**src/rtl/run_extrema_pkg.sv**
```systemverilog
// Shared types for the run_extrema block: FSM encoding and
// one-hot {eq,gt,lt} comparison codes.
package run_extrema_pkg;

   typedef enum logic [1:0] {
      EMPTY = 2'd0,
      TRACK = 2'd1,
      SAT   = 2'd2
   } state_t;

   localparam logic [2:0] CMP_NONE = 3'b000;
   localparam logic [2:0] CMP_EQ   = 3'b100;
   localparam logic [2:0] CMP_GT   = 3'b010;
   localparam logic [2:0] CMP_LT   = 3'b001;

endpackage

```
**src/rtl/run_extrema_mag_cmp.sv**
```systemverilog
// Unsigned magnitude comparator: res is one-hot {eq,gt,lt}
// describing a relative to b.
module mag_cmp
   import run_extrema_pkg::*;
#(
   parameter int WIDTH = 4
) (
   input  logic [WIDTH-1:0] a,
   input  logic [WIDTH-1:0] b,
   output logic [2:0]       res
);

   always_comb begin
      res = CMP_NONE;
      unique case (1'b1)
         (a == b): res = CMP_EQ;
         (a >  b): res = CMP_GT;
         (a <  b): res = CMP_LT;
      endcase
   end

endmodule

```
**src/rtl/run_extrema.sv**
```systemverilog
// Running max/min tracker with saturating sample count.
// Optional tie counter enabled by RUN_EXTREMA_TIE_CNT_EN.
module run_extrema
   import run_extrema_pkg::*;
#(
   parameter int WIDTH = 4,
   parameter int CNT_W = 8
) (
   input  logic             clk,
   input  logic             rst_n,
   input  logic             clear,
   input  logic             in_valid,
   input  logic [WIDTH-1:0] in_data,
   output logic             in_ready,
   output logic [WIDTH-1:0] max_val,
   output logic [WIDTH-1:0] min_val,
   output logic [CNT_W-1:0] cnt,
   output logic [2:0]       cmp_code,
   output logic             upd,
   output logic             sat
`ifdef RUN_EXTREMA_TIE_CNT_EN
   ,
   output logic [CNT_W-1:0] tie_cnt
`endif
);

   localparam logic [CNT_W-1:0] CNT_MAX = '1;
   localparam logic [CNT_W-1:0] CNT_ONE = CNT_W'(1);

   state_t           state_q, state_nxt;
   logic [WIDTH-1:0] max_q, max_nxt;
   logic [WIDTH-1:0] min_q, min_nxt;
   logic [CNT_W-1:0] cnt_q, cnt_nxt;
   logic [2:0]       cmp_q, cmp_nxt;
   logic             upd_q, upd_nxt;
   logic [2:0]       max_res;
   logic [2:0]       min_res;
   logic             accept;
`ifdef RUN_EXTREMA_TIE_CNT_EN
   logic [CNT_W-1:0] tie_q, tie_nxt;
`endif

   mag_cmp #(.WIDTH(WIDTH)) u_cmp_max (
      .a   (in_data),
      .b   (max_q),
      .res (max_res)
   );

   mag_cmp #(.WIDTH(WIDTH)) u_cmp_min (
      .a   (in_data),
      .b   (min_q),
      .res (min_res)
   );

   assign in_ready = (state_q != SAT) && !clear;
   assign accept   = in_valid && in_ready;

   assign max_val  = max_q;
   assign min_val  = min_q;
   assign cnt      = cnt_q;
   assign cmp_code = cmp_q;
   assign upd      = upd_q;
   assign sat      = (state_q == SAT);
`ifdef RUN_EXTREMA_TIE_CNT_EN
   assign tie_cnt  = tie_q;
`endif

   always_comb begin
      state_nxt = state_q;
      max_nxt   = max_q;
      min_nxt   = min_q;
      cnt_nxt   = cnt_q;
      cmp_nxt   = cmp_q;
      upd_nxt   = 1'b0;
`ifdef RUN_EXTREMA_TIE_CNT_EN
      tie_nxt   = tie_q;
`endif
      if (clear) begin
         state_nxt = EMPTY;
         max_nxt   = '0;
         min_nxt   = '0;
         cnt_nxt   = '0;
         cmp_nxt   = CMP_NONE;
`ifdef RUN_EXTREMA_TIE_CNT_EN
         tie_nxt   = '0;
`endif
      end else if (accept) begin
         unique case (state_q)
            EMPTY: begin
               max_nxt = in_data;
               min_nxt = in_data;
               cnt_nxt = CNT_ONE;
               cmp_nxt = CMP_EQ;
`ifdef RUN_EXTREMA_TIE_CNT_EN
               tie_nxt = CNT_ONE;
`endif
            end
            TRACK: begin
               cmp_nxt = max_res;
               cnt_nxt = cnt_q + CNT_ONE;
               if (max_res == CMP_GT) begin
                  max_nxt = in_data;
               end
               if (min_res == CMP_LT) begin
                  min_nxt = in_data;
               end
`ifdef RUN_EXTREMA_TIE_CNT_EN
               if (max_res == CMP_GT) begin
                  tie_nxt = CNT_ONE;
               end else if (max_res == CMP_EQ &&
                            tie_q != CNT_MAX) begin
                  tie_nxt = tie_q + CNT_ONE;
               end
`endif
            end
            default: ;
         endcase
         upd_nxt = 1'b1;
         // Full count locks the run until clear or reset
         state_nxt = (cnt_nxt == CNT_MAX) ? SAT : TRACK;
      end
   end

   always_ff @(posedge clk or negedge rst_n) begin
      if (!rst_n) begin
         state_q <= EMPTY;
         max_q   <= '0;
         min_q   <= '0;
         cnt_q   <= '0;
         cmp_q   <= CMP_NONE;
         upd_q   <= 1'b0;
      end else begin
         state_q <= state_nxt;
         max_q   <= max_nxt;
         min_q   <= min_nxt;
         cnt_q   <= cnt_nxt;
         cmp_q   <= cmp_nxt;
         upd_q   <= upd_nxt;
      end
   end

`ifdef RUN_EXTREMA_TIE_CNT_EN
   always_ff @(posedge clk or negedge rst_n) begin
      if (!rst_n) begin
         tie_q <= '0;
      end else begin
         tie_q <= tie_nxt;
      end
   end
`endif

endmodule

```
**config.mk**
```make
export PLATFORM = sky130hd
export DESIGN_NAME = run_extrema
export DESIGN_NICKNAME = d
export VERILOG_FILES = /design/src/rtl/run_extrema_pkg.sv /design/src/rtl/run_extrema_mag_cmp.sv /design/src/rtl/run_extrema.sv
export SDC_FILE = /design/constraint.sdc
export NUM_CORES = 1
export LEC_CHECK = 0
export BUFFER_PORTS_ARGS = -buffer_cell sky130_fd_sc_hd__buf_2
export CORE_MARGIN = 2
export CORE_UTILIZATION = 58
export CTS_CLUSTER_SIZE = 20
export DETAILED_ROUTE_END_ITERATION = 16
export PLACE_DENSITY = 0.82
export SLEW_MARGIN = 20
export SYNTH_ARGS = -nofsm -noshare
export SYNTH_HDL_FRONTEND = slang
export SYNTH_HIERARCHICAL = 1
export SYNTH_SLANG_ARGS = --single-unit
export TNS_END_PERCENT = 5
```
**constraint.sdc**
```tcl
create_clock -name clk -period 3.4 [get_ports clk]
set_clock_uncertainty 0.2 [all_clocks]
set_input_delay 0.68 -clock clk [delete_from_list [all_inputs] [get_ports clk]]
set_output_delay 0.68 -clock clk [all_outputs]
set_load 0.005 [all_outputs]
```
==> results of run 1 <==
cells by family (layout without fill, tap and decap cells):
family / Yosys count / count (layout) / synth area share
mux: 9 / 9 / 0.0693
fa+ha+maj: 9 / 9 / 0.0780
simple gates: 56 / 56 / 0.246
flops: 22 / 22 / 0.381
compound gates: 33 / 33 / 0.172
buf+inv: 16 / 44 / 0.0468
xor+xnor: 1 / 1 / 0.00607
registers in the layout, summed over array words and instances, names as in the netlist:
register,cells
cmp_code,3
upd,1
state_q,2
cnt,8
min_val,4
max_val,4
cell usage after synthesis, drive strengths merged (2+ instances only):
| cell type | number |
|---|---|
| o22ai | 3 |
| dfrtp | 22 |
| o31ai | 4 |
| ha | 9 |
| nor2b | 9 |
| nor3b | 5 |
| nand4 | 4 |
| o21ai | 6 |
| inv | 11 |
| o211ai | 2 |
| nand3 | 4 |
| a31oi | 3 |
| clkbuf | 2 |
| nor3 | 3 |
| a21boi | 2 |
| mux2 | 8 |
| nor2 | 10 |
| nand2 | 5 |
| buf | 3 |
| nand3b | 3 |
| a21oi | 6 |
| and2 | 3 |
| a22o | 2 |
| nand2b | 5 |
layer usage:
metal	up-vias	part of all wire	GRT usage
met5	-	0	0
met4	0	0.013	0.107
met3	6	0.033	0.0250
met2	28	0.52	0.445
met1	603	0.43	0.307
li1	587	-	-
per-stage QoR:
| stage | hold slack, ns | cell area, sq um |
|---|---|---|
| finish | 0.110 | 1640 |
| global route | 0.151 | 1640 |
| CTS | 0.132 | 1640 |
| detailed placement | 0.290 | 1600 |
| global placement | 0.288 | 1600 |
| floorplan | 0.184 | 1440 |
cells in the final DEF, fill, tap and decap left out, types with 2 or more instances in the layout:
cell type  Yosys  routed
a22o_1         2       2
nand3b_1       3       3
o22ai_2        3       3
nor2_1        10      10
buf_2          2      29
nand4_1        4       4
nor3b_1        5       5
clkbuf_4       0       3
inv_1         11      11
a31oi_1        3       3
o31ai_1        4       4
ha_1           9       9
a21boi_1       2       2
and2_1         3       3
o21ai_0        6       6
o211ai_2       2       2
nor2b_1        6       6
nand3_1        4       4
a21oi_1        6       6
nand2b_1       4       4
dfrtp_1       22      22
nor2b_4        2       2
nor3_1         2       2
nand2_1        5       5
mux2_2         8       8
worst paths after layout:
check,startpoint,endpoint,depth (start not counted)
worst min-delay path,rst_n,cnt[6],1
worst max register to register,max_val[1],max_val[1],8
max in group asynchronous,rst_n,cnt[5],1
worst max-delay path,in_data[1],max_val[1],8
worst min register to register,cmp_code[1],cmp_code[1],1
min in group clk,cmp_code[1],cmp_code[1],1
where the power goes:
part | internal [W] | switching [W] | total (W)
clock network | 0.0000655 | 0.0000828 | 0.000148
registers | 0.000278 | 0.0000163 | 0.000295
logic | 0.0000693 | 0.0000714 | 0.000141
cell type report:
type	count	area (sq um)	share of cell area
clock buffers	4	36.3	0.0222
repair buffers	29	145	0.0887
multi-input cells	108	826	0.505
inverters	11	41.3	0.0252
well taps	30	37.5	0.0229
flip-flops and latches	22	551	0.336
==> flow_metrics.tcl, run 1 <==
set metrics [dict create \
    first_iter_violations 12 \
    synth.avg_cell_area_sq_um 9.89 \
    power_density_nw_per_um2 357 \
    grt_max_degree 23 \
    ios 30 \
    outcome "finished, final reports clean" \
    die_area_sq_um 2900 \
    antenna_found_initial 0 \
    synth_area_leader_cell "dfrtp_1" \
    critical-path-slowest-cell "mux2_2" \
    clk_latency_ns 0.31 \
    dr.pass1.iters 4 \
    hold_viol_final 0 \
    grt_pass1_vias 1144 \
    ys_seq_elements 22 \
    die_y_um 53.9 \
    drive_above_1_share 0.299 \
    coreArea_sq_um 2410 \
    vias 1224 \
    cp_data_arrival_time_ns 2.25 \
    fin_nets 192 \
    r2r_slack_ns 1.20 \
    dieWidth_um 53.9 \
    power_w 0.000584 \
    synth_flop_cell "dfrtp_1" \
    maxCapViolations 0 \
    routabilityCongestion 0.797 \
    crit_path_end_kind "flop" \
    cts.reportedPaths.clkPinSlew_ns 0.13 \
    clockBufferDepth 2 \
    layoutNonFillerInstCount 204 \
    synth_top_area_frac 0.381 \
    vdd.ir_drop.worst_v 0.000287 \
    cts_tree "done" \
    syn2layout_area_growth_pct 13.3 \
    cts_resized 0 \
    synth_seq_area_share 0.381 \
    grt_usage 0.251 \
    leakage_nw 0.816 \
    pre_cts_ws_ns 0.816 \
    rows 18 \
    cts_setup_buffers 0 \
    hold_path_class "in2async" \
    wirelength_um 3140 \
    fin_ws_ns 1.16 \
    cts_hold_buf 0 \
    grt_overflow 0 \
    drcViolationCount 0 \
    hpwl_um 2370 \
    placed_cells 200 \
    fmax_mhz 447 \
    postSynth.asyncResetShare 1.00 \
    utilization 0.679 \
    setup_viol 0 \
    cp-start-kind "primary input" \
    grt_pass1_wl_um 5160 \
    cts_root_buf "clkbuf_4" \
    finalSetupTns_ns 0 \
    cp.required_ns 3.41 \
    cp_slowest_stage_delay_ns 0.38 \
    slew_headroom 0.661 \
    finalCritPeriodShare 0.658 \
    drv_slew 0 \
    cts.sinks 22 \
    synth_fp_nets 163 \
    initial_core_util 0.599 \
    fin_crit_ns 2.24 \
    antennaDiodeCount 0 \
    ys_types 42 \
    ys_top_cells_by_area "dfrtp_1 38%, ha_1 7.8%, mux2_2 6.2%" \
    cts_max_level 1 \
    rsz0062_at_grt "no" \
    synth_edf_count 0 \
    port_buffers 29 \
    fill_cells 184 \
    netlist_instances 146 \
    cts_made_buffers 3 \
    critPathBufInv 1 \
    avgViaCountPerCell 6.00 \
    worstMarginPinSlew_ns 0.509 \
    crit_fanout 4 \
    yosysWarnings 6 \
    syn-cell-area_sq_um 1440 \
    critPathTopFamily "compound AO/OA/AOI/OAI gates" \
    critPathKind "in2reg" \
    drtAntennaViolNets 0 \
    crit_chain "buf_2, ha_1, nor2b_4, o211ai_2, a21boi_1, nor3b_1, o22ai_2, mux2_2" \
    post_drt_wl_per_cell_um 15.4 \
]
(Power assumes the default switching activity.)
==> run 2, diff against run 1 <==
- CORE_UTILIZATION: 58 -> 54
- PLACE_DENSITY: 0.82 -> 0.77
- clock period: 3.4 -> 2.1 ns (I/O delays scaled with it)
==> run 2 against run 1 <==
Effect of this change:
- the run now ends with negative setup slack left
- total power rose by 79%
- final cell count is 6.4% higher
- hold slack better by 0.11 ns
- clock power increased by 68%
- register-to-register slack worse by 1.4 ns
- sequential cell count stayed put
- critical path type is now reg2reg
- largest cell class unchanged
==> flow_metrics.tcl, run 2 (synthesis results as in run 1) <==
set metrics [dict create \
    placed_cells 208 \
    grt_overflow 0 \
    violations "negative setup slack" \
    ios 30 \
    hold_path_class "in2reg" \
    finalInstanceArea_sq_um 1800 \
    finalCritPeriodShare 1.08 \
    hold_viol_final 0 \
    clockBufferDepth 2 \
    wirelength_um 3630 \
    crit_path_end_kind "flop" \
    leakage_nw 0.900 \
    grt_usage 0.206 \
    drtAntennaViolNets 0 \
    layoutNonFillerInstCount 217 \
    critical-path-slowest-cell "dfrtp_1" \
    power_w 0.00104 \
    antenna_found_initial 0 \
    outcome "finished, violations left" \
    cts_tree "done" \
    coreArea_sq_um 2500 \
    fmax_mhz 440 \
    crit_fanout 4 \
    holdWs_ns 0.219 \
    antennaDiodeCount 0 \
    grt_pass1_vias 1184 \
    cts.sinks 22 \
    crit_chain "inv_1, ha_1, nand4_1, a21boi_1, nor3b_1, o22ai_2, mux2_2" \
    routabilityCongestion 0.795 \
    drv_slew 0 \
    slew_headroom 0.664 \
    grt_max_degree 23 \
    post_drt_wl_per_cell_um 16.7 \
    die_y_um 55.7 \
    fill_cells 186 \
    dpl-instance-area_sq_um 1660 \
    vias 1286 \
    power_density_nw_per_um2 580 \
    critPathTopFamily "simple AND/OR/NAND/NOR gates" \
    r2r_slack_ns -0.17 \
    worstMarginPinSlew_ns 0.504 \
    dieWidth_um 55.7 \
    clk_latency_ns 0.33 \
    drcViolationCount 0 \
    critPathBufInv 1 \
    cts_max_level 1 \
    syn2layout_area_growth_pct 24.8 \
    cts_made_buffers 3 \
    fin_crit_ns 2.27 \
    grt_pass1_wl_um 5140 \
    rows 18 \
    largest_reg_flops 8 \
    cp_slowest_stage_delay_ns 0.40 \
    cp-start-kind "flop" \
    setup_viol 8 \
    die_area_sq_um 3100 \
    fin_ws_ns -0.174 \
    cts_root_buf "clkbuf_4" \
    vdd.ir_drop.worst_v 0.000527 \
    first_iter_violations 45 \
    pre_cts_ws_ns -0.190 \
    avgViaCountPerCell 5.93 \
    cts.reportedPaths.clkPinSlew_ns 0.14 \
    final_cell_mix "29 x buf_2, 22 x dfrtp_1, 12 x buf_4, 10 x inv_1, 10 x nor2_1" \
    cp_data_arrival_time_ns 2.30 \
    maxCapViolations 0 \
    initial_core_util 0.578 \
    rsz0062_at_grt "yes" \
    layout_commonest_cell "buf_2" \
    hpwl_um 2420 \
    cp.required_ns 2.13 \
    port_buffers 29 \
    fin_nets 205 \
    drive_above_1_share 0.390 \
    critPathKind "reg2reg" \
    dr.pass1.iters 4 \
]
==> run 2: final cells by class <==
class                      instances  area (sq um)  share of cell area
clock buffer                       4          36.3              0.0201
timing repair buffer              42           245               0.136
multi-input combinational        108           891               0.494
inverter                          11          41.3              0.0229
tap                               30          37.5              0.0208
sequential                        22           551               0.306
==> run 2: final timing paths <==
path / startpoint / to / cells after the start
worst min-delay path: in_valid / cnt[6] / 3
worst max-delay path: min_val[3] / min_val[1] / 7
worst min register to register: cmp_code[1] / cmp_code[1] / 1
worst max register to register: min_val[3] / min_val[1] / 7
min in group asynchronous: rst_n / cnt[4] / 2
max in group asynchronous: rst_n / max_val[1] / 2
==> run 2: timing repair <==
item                                    in CTS  in global routing
gates resized for setup                      1                 12
endpoints found under the setup margin       8                  8
buffers inserted                             0                  4
hold buffers                                 1                  0
pin swaps                                    0                  3
hold endpoints to repair                    22                  0
==> run 2: tightest hold or removal path, delay by kind of cell <==
kind                   cells  cell delay (ns)
buffers and inverters      1             0.14
AND/OR/NAND/NOR            1             0.10
AO/OA/AOI/OAI              1             0.07
==> run 2: power by group <==
group	switching, W	total [W]	internal (W)
registers	0.0000212	0.000472	0.000451
logic	0.000156	0.000324	0.000168
clock network	0.000142	0.000248	0.000106
==> run 2: metrics by stage <==
stage,utilization,TNS (ns)
3_3_place_gp,0.664,-0.905
6_report,0.721,-1.15
2_1_floorplan,-,0
4_1_cts,0.684,-0.206
3_5_place_dp,0.664,-1.37
5_1_grt,0.721,-1.63
==> run 2: layer usage <==
| layer | track usage | vias to the layer above | wire length, um |
|---|---|---|---|
| li1 | - | 612 | - |
| met5 | 0 | - | 0 |
| met4 | 0.0732 | 0 | 108 |
| met1 | 0.265 | 614 | 1510 |
| met2 | 0.352 | 49 | 1850 |
| met3 | 0.0302 | 11 | 154 |
